**src/rtl/color_bounce_pkg.sv**
```systemverilog
// Shared types and constants for the colour-bounce game datapath.
package color_bounce_pkg;

    typedef enum logic [2:0] {
        ST_IDLE  = 3'd0,
        ST_ERASE = 3'd1,
        ST_DRAW  = 3'd2,
        ST_PLAT  = 3'd3,
        ST_DONE  = 3'd4
    } state_t;

    localparam int         SCREEN_W  = 160;
    localparam logic [6:0] SCREEN_H  = 7'd120;
    localparam logic [2:0] BLACK     = 3'b000;
    localparam int         POS_W     = 7;
    localparam int         COL_W     = 3;
    localparam int         NUM_PLATS = 4;

endpackage

```
**src/rtl/rect_scan.sv**
```systemverilog
// Raster-order (dx,dy) stepper over a width x height rectangle; flags the last cell.
module rect_scan #(
    parameter int W = 8
) (
    input  logic         clk,
    input  logic         resetn,
    input  logic         clear,
    input  logic         step,
    input  logic [W-1:0] width,
    input  logic [W-1:0] height,
    output logic [W-1:0] dx,
    output logic [W-1:0] dy,
    output logic         last
);

    localparam logic [W-1:0] ONE = W'(1);

    logic row_end;

    assign row_end = (dx == width - ONE);
    assign last    = row_end && (dy == height - ONE);

    // Wraps to (0,0) after the last cell, so back-to-back rectangles need no clear.
    always_ff @(posedge clk or negedge resetn) begin
        if (!resetn) begin
            dx <= '0;
            dy <= '0;
        end else if (clear) begin
            dx <= '0;
            dy <= '0;
        end else if (step) begin
            if (row_end) begin
                dx <= '0;
                dy <= last ? '0 : dy + ONE;
            end else begin
                dx <= dx + ONE;
            end
        end
    end

endmodule

```
**src/rtl/frame_plotter.sv**
```systemverilog
// Serialises one game-tick update into VGA pixels: erase old ball, draw new ball, draw platforms.
// state  | meaning
// IDLE   | waiting for start with busy low
// ERASE  | 4x4 black square at the previous ball row
// DRAW   | 4x4 ball-colour square at the new ball row
// PLAT   | four 1-pixel-tall platforms, PLAT_W wide each
// DONE   | frame finished; done pulse follows through the output pipe
module frame_plotter
    import color_bounce_pkg::*;
#(
    parameter logic [7:0] BALL_X     = 8'd76,
    parameter int         BALL_SZ    = 4,
    parameter logic [7:0] PLAT_X0    = 8'd16,
    parameter logic [7:0] PLAT_PITCH = 8'd36,
    parameter int         PLAT_W     = 8,
    parameter logic [6:0] SCREEN_HP  = SCREEN_H
) (
    input  logic        clk,
    input  logic        resetn,
    input  logic        start,
    input  logic [7:0]  prev_ball,
    input  logic [7:0]  new_curr_ball,
    input  logic [2:0]  new_color_ball,
    input  logic [11:0] new_color_plats,
    input  logic [27:0] position_plats,
    output logic [7:0]  x,
    output logic [6:0]  y,
    output logic [2:0]  colour,
    output logic        plot,
    output logic        busy,
    output logic        done
);

    state_t state, state_nx;

    logic [7:0]  prev_s, new_s;
    logic [2:0]  ball_col_s;
    logic [11:0] plat_col_s;
    logic [27:0] plat_pos_s;
    logic [1:0]  p;

    logic        accept;
    logic        scan_clear, scan_step, scan_last;
    logic        p_inc, p_clr;
    logic [7:0]  scan_w, scan_h, dx, dy;

    logic [7:0]  px, py;
    logic [2:0]  pcol;
    logic        pplot;

    logic [7:0]  s1_x, s1_y;
    logic [2:0]  s1_col;
    logic        s1_plot, s1_done;

    // busy stays high until done leaves the pipe, which also holds off a new accept.
    assign accept = (state == ST_IDLE) && start && !busy;

    rect_scan #(.W(8)) u_scan (
        .clk    (clk),
        .resetn (resetn),
        .clear  (scan_clear),
        .step   (scan_step),
        .width  (scan_w),
        .height (scan_h),
        .dx     (dx),
        .dy     (dy),
        .last   (scan_last)
    );

    always_ff @(posedge clk or negedge resetn) begin
        if (!resetn) begin
            state <= ST_IDLE;
        end else begin
            state <= state_nx;
        end
    end

    always_comb begin
        state_nx   = state;
        scan_clear = 1'b0;
        scan_step  = 1'b0;
        p_inc      = 1'b0;
        p_clr      = 1'b0;
        scan_w     = 8'(BALL_SZ);
        scan_h     = 8'(BALL_SZ);
        case (state)
            ST_IDLE: begin
                if (accept) begin
                    state_nx   = ST_ERASE;
                    scan_clear = 1'b1;
                    p_clr      = 1'b1;
                end
            end
            ST_ERASE: begin
                scan_step = 1'b1;
                if (scan_last) state_nx = ST_DRAW;
            end
            ST_DRAW: begin
                scan_step = 1'b1;
                if (scan_last) begin
                    state_nx = ST_PLAT;
                    p_clr    = 1'b1;
                end
            end
            ST_PLAT: begin
                scan_w    = 8'(PLAT_W);
                scan_h    = 8'd1;
                scan_step = 1'b1;
                if (scan_last) begin
                    if (p == 2'(NUM_PLATS - 1)) state_nx = ST_DONE;
                    else                        p_inc    = 1'b1;
                end
            end
            ST_DONE: state_nx = ST_IDLE;
            default: state_nx = ST_IDLE;
        endcase
    end

    always_ff @(posedge clk or negedge resetn) begin
        if (!resetn) begin
            prev_s     <= '0;
            new_s      <= '0;
            ball_col_s <= '0;
            plat_col_s <= '0;
            plat_pos_s <= '0;
            p          <= '0;
            busy       <= 1'b0;
        end else begin
            if (accept) begin
                prev_s     <= prev_ball;
                new_s      <= new_curr_ball;
                ball_col_s <= new_color_ball;
                plat_col_s <= new_color_plats;
                plat_pos_s <= position_plats;
            end
            if (p_clr)      p <= '0;
            else if (p_inc) p <= p + 2'd1;
            if (accept)       busy <= 1'b1;
            else if (s1_done) busy <= 1'b0;
        end
    end

    always_comb begin
        px    = '0;
        py    = '0;
        pcol  = BLACK;
        pplot = 1'b0;
        case (state)
            ST_ERASE: begin
                px    = BALL_X + dx;
                py    = prev_s + dy;
                pcol  = BLACK;
                pplot = 1'b1;
            end
            ST_DRAW: begin
                px    = BALL_X + dx;
                py    = new_s + dy;
                pcol  = ball_col_s;
                pplot = 1'b1;
            end
            ST_PLAT: begin
                px    = PLAT_X0 + PLAT_PITCH * {6'd0, p} + dx;
                py    = {1'b0, plat_pos_s[POS_W*int'(p) +: POS_W]};
                pcol  = plat_col_s[COL_W*int'(p) +: COL_W];
                pplot = 1'b1;
            end
            default: ;
        endcase
    end

    // Two register stages: pixel capture, then clip against the screen height.
    always_ff @(posedge clk or negedge resetn) begin
        if (!resetn) begin
            s1_x    <= '0;
            s1_y    <= '0;
            s1_col  <= '0;
            s1_plot <= 1'b0;
            s1_done <= 1'b0;
            x       <= '0;
            y       <= '0;
            colour  <= '0;
            plot    <= 1'b0;
            done    <= 1'b0;
        end else begin
            s1_x    <= px;
            s1_y    <= py;
            s1_col  <= pcol;
            s1_plot <= pplot;
            s1_done <= (state == ST_DONE);
            x       <= s1_x;
            y       <= s1_y[6:0];
            colour  <= s1_col;
            plot    <= s1_plot && (s1_y < {1'b0, SCREEN_HP});
            done    <= s1_done;
        end
    end

endmodule
```
**config.mk**
```make
export PLATFORM = sky130hd
export DESIGN_NAME = frame_plotter
export DESIGN_NICKNAME = d
export VERILOG_FILES = /design/src/rtl/color_bounce_pkg.sv /design/src/rtl/rect_scan.sv /design/src/rtl/frame_plotter.sv
export SDC_FILE = /design/constraint.sdc
export NUM_CORES = 1
export LEC_CHECK = 0
export BUFFER_PORTS_ARGS = -buffer_cell sky130_fd_sc_hd__buf_2
export CORE_AREA = 5 5 104 125
export DETAILED_ROUTE_END_ITERATION = 10
export DIE_AREA = 0 0 109 130
export PLACE_DENSITY = 0.7
export SYNTH_ARGS = -nofsm -noshare
export SYNTH_HDL_FRONTEND = slang
export SYNTH_SLANG_ARGS = --single-unit
```
**constraint.sdc**
```tcl
create_clock -name clk -period 5.82 [get_ports clk]
set_input_delay 0.873 -clock clk [delete_from_list [all_inputs] [get_ports clk]]
set_output_delay 0.873 -clock clk [all_outputs]
set_load 0.05 [all_outputs]
```
# Word level (Yosys, flattened, before mapping)
# Index checks and enable logic that the tools add are counted.
# op_classes
magnitude_cmp	1
shift	2
n_reduce_logical	14
multipliers	3
n_eq_ne	12
addsub	10
mux	30
# ops
operator	count
two-way mux 8 bit	7
variable part select 28 x 6 -> 7 bit	1
adder 8 bit	3
one-hot mux 8 bit (3 select lines)	1
two-way mux 3 bit	6
adder 8 x 1 -> 8 bit, second input constant	2
equality test 8 bit	2
one-hot mux 8 bit (2 select lines)	1
one-hot mux 3 bit (4 select lines)	1
variable part select 12 x 5 -> 3 bit	1
two-way mux 1 bit	9
adder 5 x 8 -> 8 bit, first input constant	1
adder 7 x 8 -> 8 bit, first input constant	1
less-than comparator 8 x 7 -> 1 bit, second input constant	1
nonzero test 2 bit	4
equality test 3 x 2 -> 1 bit, second input constant	2
multiplier 4 x 2 -> 6 bit, first input constant	1
inequality test 2 x 1 -> 1 bit, second input constant	3
one-hot mux 3 bit (2 select lines)	1
multiplier 3 x 2 -> 5 bit, first input constant	1
AND reduction 5 bit	1
subtractor 4 x 1 -> 5 bit, second input constant	1
logical AND 1 bit	4
multiplier 2 x 2 -> 4 bit, first input constant	1
other kinds (14)	16
# word_totals
inputBits	62
reg_bits	122
word_cells	92
output_inout_bits	21

# Logic depth before layout (Yosys ltp)
# Gate-level depths: netlist (run 1).
# depth
word_depth	9
mapped_depth	11
mapped_depth_nobuf	9

# Hierarchy
# A second synthesis (run 1) with hierarchy kept.
# hier_totals
cells_unflattened	625
hier_area_um2	6164.7
# by_module_without_submodules
mod	cells_per_inst	seq_area_each_um2	instances	area_per_inst_um2
frame_plotter	448	2652.5	1	4703.3
rect_scan	177	400.4	1	1461.4

# Worst setup path before layout (run 1)
# Ideal clock, no wire load.
# synth_path
path_kind	reg-to-reg
from	reg state[0]
to	reg s1_y[6]
setup_ns	0.134
stages_incl_launch_ff	12
required_ns	5.686
arrival_ns	2.702
path_buffers	2
slack_ns	2.984
period_less_slack_ns	2.836
cell_sequence	dfrtp_1 buf_6 nor3b_1 clkbuf_1 mux2_2 ha_1 fa_1 nand3_1 nand2_1 a31oi_1 xor2_1 o21ai_0
# synth_via
elab_chain_cells	2
elab_cells_between_ends	4
classes_between	eq/ne: 3; mux: 1
# synth_rtl
element	line_no	text
start: declaration	frame_plotter.sv:34	state_t state, state_nx;
start signal: assignment	frame_plotter.sv:74	state <= state_nx;
equality test 3 x 2 -> 1 bit / equality test 3 x 1 -> 1 bit (equally long branches)	frame_plotter.sv:148	case (state)
one-hot mux 8 bit (3 select lines) *	frame_plotter.sv:148	
via py[6]	frame_plotter.sv:47	logic [7:0] px, py;
end signal: assignment	frame_plotter.sv:186	s1_y <= py;
end: declaration	frame_plotter.sv:51	logic [7:0] s1_x, s1_y;
# Mark *: on every way through the listed nets, which the timed path passes. The rest lies on a longest branch.
# A chain may end at the register's enable or synchronous reset.

# Final worst setup path (run 1)
# layout_path
from	reg state[1]
to	reg s1_y[6]
# The elaborated chain is that of the path after synthesis.

==> impl_metrics.py, run 1 <==
metrics = {
    "setup_path": {
        "reg2reg_from": "state[1]",
        "end_kind": "flip-flop",
        "crit_type": "reg2reg",
        "worstPathRequired_ns": 6.09,
        "cp_max_fo": 10,
        "rr_worst_depth": 10,
        "cp.arrival_ns": 3.22,
        "r2r_slack_ns": 2.87,
        "timing.rr.end": "s1_y[6]",
        "setup.worst_path.start_class": "flip-flop",
    },
    "global_route": {
        "grt_pass1_wl_mm": 21.03,
        "grt_max_degree": 73,
        "antenna_found_initial": 0,
        "overflow": 0,
        "grt_use_total": 0.1908,
        "grt_pass1_vias": 4462,
    },
    "layout": {
        "antenna_cells": 0,
        "syn2layout_area_growth_pct": 19.19,
        "final_area_um2": 6738,
        "fillers": 987,
        "drive_above_1_share": 0.2273,
        "layout.nets": 713,
    },
    "clock_network": {
        "clockBufferDepth": 2,
        "cts_buffers": 17,
        "cts-hold-fix-buffers": 0,
        "htreeDepth": 4,
        "cts.sinks": 122,
        "root_buffer": "clkbuf_16",
        "cts_setup_buffers": 0,
        "clk_latency_ns": 0.41,
        "clkSlewWorstSetupHoldPaths_ns": 0.05,
        "tritoncts": "yes",
        "ctsResizeCount": 0,
    },
    "power_and_ir_drop": {
        "pwr_density_cell_nw_per_um2": 281.1,
        "combinationalPowerShare": 0.019,
        "finalPower_mw": 1.894,
        "sw_frac_of_total": 0.1975,
        "pwr-share-clk": 0.532,
        "power_frac_seq": 0.449,
        "leakage_nw": 3.605,
        "switchingPower_mw": 0.3740,
        "p_int_mw": 1.520,
        "ir_drop_mv": 0.1519,
    },
    "floorplanning": {
        "dieArea_um2": 14170,
        "start_util": 0.4887,
        "boundaryPins": 83,
        "die_width_um": 109,
        "die_h_um": 130,
        "fp-row-count": 43,
        "core_um2": 11570,
    },
    "timing": {
        "maxSlewViolCount": 0,
        "layout_worst_path_cycle_share": 0.5066,
        "relSlewSlack": 0.4080,
        "finalHoldViolations": 0,
        "layout_setup_ws_ns": 2.871,
        "fin_crit_ns": 2.949,
        "max_freq_mhz": 339.1,
        "worstMarginPinSlew_ns": 0.8880,
        "finalSetupViolCount": 0,
        "finalClockSkew_ns": 0.005739,
        "fin_tns_setup_ns": 0,
        "rsz0062_at_grt": "false",
    },
    "route": {
        "first_pass_iters": 4,
        "ant_nets": 0,
        "first_iter_violations": 269,
        "route.detailed.drc": 0,
        "totalWireLength_mm": 12.20,
        "avgRoutedWirePerCell_um": 15.35,
        "vias": 4133,
        "vias_per_cell": 5.199,
    },
    "synthesis": {
        "yosysSeqAreaShare": 0.5401,
        "synth_warnings": 0,
        "synth_top_area_share": 0.5401,
        "synth_top_area_cell": "dfrtp_1",
        "yosys_register_bits": 122,
        "synth_area_leaders": "dfrtp_1 54%, nand2_1 13%, ha_1 4.9%, mux4_2 4.0%, xor2_1 1.7%",
        "syn_area_um2": 5653,
        "syn_inst": 548,
        "synthesis.nets": 634,
        "synth_area_per_cell_um2": 10.32,
        "synth_cell_types": 54,
    },
    "place": {
        "place_ws_ns": 2.872,
        "place_congestion": 0.8270,
        "dpl.hpwl_mm": 8.525,
        "io_buffers": 82,
        "placed_area_um2": 6168,
    },
    "min_path": {
        "hp-start": "s1_y[2]",
        "min_path_cells": 0,
        "min_path_type": "reg2reg",
        "min_to": "y[2]",
    },
    "flow_run": {
        "drv_cap": 0,
    },
    "status": {
        "status": "finished clean",
    },
}
[registers in the layout (all words and copies together) (netlist names)]
register and flops:
s1_done 1, colour 3, y 7, s1_col 3
u_scan.dx 8, ball_col_s 3, x 8, p 2
new_s 8, state 3, plat_col_s 12, prev_s 8
done 1, s1_y 8, u_scan.dy 8, plat_pos_s 28
s1_plot 1, plot 1, busy 1, s1_x 8
[Yosys cell counts, drive strengths merged]
| cell | n |
|---|---|
| nand2 | 201 |
| dfrtp | 122 |
| ha | 22 |
| o21ai | 18 |
| a21oi | 17 |
| nor2 | 14 |
| buf | 13 |
| clkbuf | 13 |
| inv | 11 |
| xor2 | 11 |
| mux4 | 10 |
| mux2 | 8 |
| nand3 | 8 |
| xnor2 | 8 |
| a22o | 7 |
| a31oi | 5 |
| nand2b | 5 |
| and3b | 4 |
| or4 | 4 |
| a21o | 3 |
| and2 | 3 |
| mux2i | 3 |
| nand4 | 3 |
| nor2b | 3 |
| nor4 | 3 |
| o21a | 3 |
| o22ai | 3 |
| o31ai | 3 |
| or3 | 3 |
| fa | 2 |
| nor3 | 2 |
| nor3b | 2 |
| a211oi | 1 |
| a221oi | 1 |
| a2bb2oi | 1 |
| a31o | 1 |
| and4 | 1 |
| nand3b | 1 |
| nor4b | 1 |
| o2111ai | 1 |
| o211ai | 1 |
| o21ba | 1 |
| o21bai | 1 |
[logic make-up (layout without fill, tap and decap cells)]
kind of cell | count (synthesis) | in the layout | synth area share
buf+inv | 37 | 127 | 0.03143
compound gates | 67 | 67 | 0.07592
mux | 21 | 21 | 0.06330
flops | 122 | 122 | 0.5401
simple gates | 258 | 258 | 0.2008
xor+xnor | 19 | 19 | 0.03276
fa+ha+maj | 24 | 24 | 0.05578
[power by group through the flow]
stage                     Sequential [mW]  Clock, mW  Combinational (mW)
after global routing                0.849       1.06              0.0431
final                               0.849       1.01              0.0366
after CTS                           0.849       1.03              0.0382
after detailed placement            0.864          0              0.0382
after global placement              0.864          0              0.0371
after floorplan                     0.864          0            0.000459
[worst max path at each step]
stage,start,slack (ns),endpoint
after floorplan,state[0],2.98,s1_y[6]
after global placement,state[1],2.95,s1_y[6]
after detailed placement,state[1],2.87,s1_y[6]
after CTS,state[1],2.87,s1_y[6]
after global routing,state[1],2.66,s1_y[6]
final,state[1],2.87,s1_y[6]
[critical path, stage by stage (launching register included)]
cell	delay, ns
dfrtp_1	0.60
nor3b_1	0.35
buf_4	0.25
mux2_2	0.35
ha_1	0.21
fa_1	0.41
nand3_1	0.10
nand2_1	0.08
a31oi_1	0.22
xor2_1	0.15
o21ai_0	0.08
[placed cells by master (no fill, tap or decap), drive strengths merged, types with 11 or more instances in the layout]
| cell type | n |
|---|---|
| inv | 11 |
| a21oi | 17 |
| nand2 | 201 |
| clkbuf | 22 |
| xor2 | 11 |
| buf | 86 |
| ha | 22 |
| o21ai | 18 |
| nor2 | 14 |
| dfrtp | 122 |
[metal layers]
layer / global-route usage / part of all wire / vias to the layer above
met2: 0.3286 / 0.52 / 94
met1: 0.2322 / 0.41 / 2038
li1: - / - / 1983
met4: 0.07429 / 0.017 / 0
met3: 0.04354 / 0.046 / 18
met5: 0 / 0 / -
[stage by stage]
step / hold WS [ns] / utilization / instances
CTS: 0.3466 / 0.5825 / 795
detailed placement: 0.3363 / 0.5333 / 765
global placement: 0.3343 / 0.5333 / 765
floorplan: 0.3312 / - / 548
finish: 0.3452 / 0.5825 / 795
global route: 0.3584 / 0.5825 / 795
[layout make-up]
| type | count | area, um^2 | area share |
|---|---|---|---|
| Sequential cell | 122 | 3053 | 0.4531 |
| Clock inverter | 8 | 95.09 | 0.01411 |
| Tap cell | 157 | 196.4 | 0.02916 |
| Multi-Input combinational cell | 389 | 2435 | 0.3614 |
| Inverter | 11 | 41.29 | 0.006128 |
| Timing Repair Buffer | 86 | 442.9 | 0.06574 |
| Clock buffer | 22 | 474.2 | 0.07038 |
(Power assumes the default switching activity.)
==> run 2, diff against run 1 <==
- ABC_AREA: default -> 1
- CORE_AREA: 5 5 104 125 -> 5 5 103 125
- DIE_AREA: 0 0 109 130 -> 0 0 108 130
- clock period: 5.82 -> 3.1 ns (I/O delays scaled with it)
==> run 2 against run 1 <==
Compared with the run above:
- first-iteration DRC count decreased by 11%
- worst hold slack worse by 0.28 ns
- combinational power increased by 93%
- clock skew barely moved
- synthesized area is 0.18% lower
- global-route usage is 1.3 points higher
- setup slack worse by 2.3 ns
- clock-buffer cell count decreased by 4
- via count increased by 10%
- non-clock buffer count up 2
- critical path type unchanged
- highest routed layer unchanged
==> impl_metrics.py, run 2 <==
metrics = {
    "setup_path": {
        "rr_worst_depth": 13,
        "cp_max_fo": 21,
        "crit_type": "reg2reg",
        "timing.rr.end": "s1_y[6]",
        "setup.worst_path.start_class": "flip-flop",
        "cp.arrival_ns": 2.82,
        "end_kind": "flip-flop",
        "reg2reg_from": "state[0]",
        "worstPathRequired_ns": 3.42,
        "r2r_slack_ns": 0.60,
    },
    "synthesis": {
        "synth_common_cells": "228 x nand2_1, 122 x dfrtp_1, 63 x o21ai_0",
        "syn_area_um2": 5643,
        "synth_cell_types": 32,
        "syn_inst": 652,
        "synth_most_common_cell": "nand2_1",
        "synth_area_per_cell_um2": 8.655,
        "synth_edf_count": 0,
        "synth_area_leaders": "dfrtp_1 54%, nand2_1 15%, o21ai_0 5.6%, ha_1 4.9%, inv_1 3.3%",
        "yosys_register_bits": 122,
        "async_flop_share": 1.000,
        "synth_top_area_cell": "dfrtp_1",
        "synth_top_area_share": 0.5410,
        "synthesis.nets": 738,
        "ys.flop_type": "dfrtp_1",
        "synth_warnings": 0,
        "yosysSeqAreaShare": 0.5410,
    },
    "timing": {
        "rsz0062_at_grt": "false",
        "worstMarginPinSlew_ns": 0.6116,
        "maxSlewViolCount": 0,
        "layout_worst_path_cycle_share": 0.8060,
        "relSlewSlack": 0.5923,
        "finalHoldViolations": 0,
        "fin_tns_setup_ns": 0,
        "fin_crit_ns": 2.498,
        "finalClockSkew_ns": 0.005872,
        "finalSetupViolCount": 0,
        "layout_setup_ws_ns": 0.6015,
        "max_freq_mhz": 400.2,
    },
    "clock_network": {
        "cts-hold-fix-buffers": 0,
        "clk_latency_ns": 0.41,
        "clkSlewWorstSetupHoldPaths_ns": 0.06,
        "cts.sinks": 122,
        "tritoncts": "yes",
        "clockBufferDepth": 2,
        "cts_setup_buffers": 0,
        "htreeDepth": 4,
        "root_buffer": "clkbuf_16",
        "cts_buffers": 17,
        "ctsResizeCount": 0,
    },
    "layout": {
        "drive_above_1_share": 0.1805,
        "largest_reg_flops": 28,
        "final_cell_mix": "228 x nand2_1, 122 x dfrtp_1, 81 x buf_2",
        "multi_input_area_um2": 2293,
        "reg_top3": "plat_pos_s: 28 flops, plat_col_s: 12 flops",
        "seqCellArea_um2": 3053,
        "layout.nets": 821,
        "antenna_cells": 0,
        "final_common_cell": "nand2_1",
        "final_area_um2": 6769,
        "fillers": 1043,
        "regMostFlops": "plat_pos_s",
        "syn2layout_area_growth_pct": 19.96,
    },
    "min_path": {
        "min_path_type": "in2async",
    },
    "route": {
        "ant_nets": 0,
        "first_iter_violations": 240,
        "vias": 4562,
        "first_pass_iters": 5,
        "avgRoutedWirePerCell_um": 14.53,
        "totalWireLength_mm": 13.15,
        "vias_per_cell": 5.041,
        "route.detailed.drc": 0,
    },
    "global_route": {
        "grt_max_degree": 78,
        "overflow": 0,
        "grt_pass1_vias": 4688,
        "grt_pass1_wl_mm": 22.35,
        "grt_use_total": 0.2042,
        "antenna_found_initial": 0,
    },
    "floorplanning": {
        "die_h_um": 130,
        "dieArea_um2": 14040,
        "start_util": 0.4947,
        "die_width_um": 108,
        "fp-row-count": 43,
        "boundaryPins": 83,
        "core_um2": 11410,
    },
    "place": {
        "dpl.hpwl_mm": 9.319,
        "place_congestion": 0.8585,
        "place_ws_ns": 0.6450,
        "io_buffers": 82,
        "placed_area_um2": 6205,
    },
    "status": {
        "status": "finished clean",
    },
    "power_and_ir_drop": {
        "ir_drop_mv": 0.3241,
        "pwr_density_cell_nw_per_um2": 517.1,
        "finalPower_mw": 3.500,
        "leakage_nw": 3.619,
    },
    "flow_run": {
        "drv_cap": 0,
    },
}
-- run 2: changes by cell type after synthesis, moves of 5 or more --
cell / delta
a22o_1: -7
mux4_2: -10
o21ai_0: +45
mux2_2: -8
inv_1: +38
nor2_1: +20
o21ai_1: +5
nand2_1: +27
nand2b_1: -5
nor3_1: +5
buf_2: +6
nand3_1: +28
a31oi_1: -5
-- run 2: area by class of cell --
type                    instances  area share
flip-flops and latches        122      0.4510
multi-input cells             455      0.3388
repair buffers                 88     0.06950
clock buffers                  18     0.06488
well taps                     157     0.02902
inverters                      51     0.02828
clock inverters                14     0.01848
-- run 2: worst max-delay path by stage --
stage,from,endpoint,cells past startpoint
after CTS,state[0],s1_y[6],13
after global placement,state[0],s1_y[6],13
after global routing,state[0],s1_y[6],13
final,state[0],s1_y[6],13
after floorplan,state[0],s1_y[6],14
after detailed placement,state[0],s1_y[6],13
-- run 2: layer usage --
layer,GRT usage,vias to the layer above,part of all wire
li1,-,2263,-
met1,0.2555,2169,0.44
met2,0.3455,111,0.50
met3,0.04750,19,0.048
met4,0.07801,0,0.018
met5,0,-,0
-- run 2: cells by family after synthesis --
family                   share of synthesized area
flip-flops                                  0.5410
XOR/XNOR                                   0.02328
AND/OR/NAND/NOR                             0.2361
adder cells (fa/ha/maj)                    0.05588
AO/OA/AOI/OAI                              0.09113
buffers and inverters                      0.05255
-- run 2: through the flow --
step	util	hold WS, ns	cells
2_1_floorplan	-	0.1694	652
3_3_place_gp	0.5440	0.3321	873
3_5_place_dp	0.5440	0.3358	873
4_1_cts	0.5935	0.08395	905
5_1_grt	0.5935	0.1182	905
6_report	0.5935	0.06430	905
-- run 2: where the power goes --
| part | internal (mW) | switching (mW) | leakage, nW | total (mW) |
|---|---|---|---|---|
| combinational | 0.0293 | 0.0415 | 1.85 | 0.0708 |
| sequential | 1.59 | 0 | 1.51 | 1.59 |
| clock | 1.12 | 0.715 | 0.260 | 1.84 |
| total | 2.74 | 0.756 | 3.62 | 3.50 |
-- run 2: critical path, stage by stage (launching register included) --
cell	delay [ns]
dfrtp_1	0.46
nor2_1	0.15
nand2_1	0.33
nand2_1	0.15
o21ai_0	0.10
ha_1	0.24
fa_1	0.41
nand3_1	0.10
nand2_1	0.08
nand3_1	0.07
nand2_1	0.07
nand2_1	0.06
nand2_1	0.04
o21ai_0	0.15
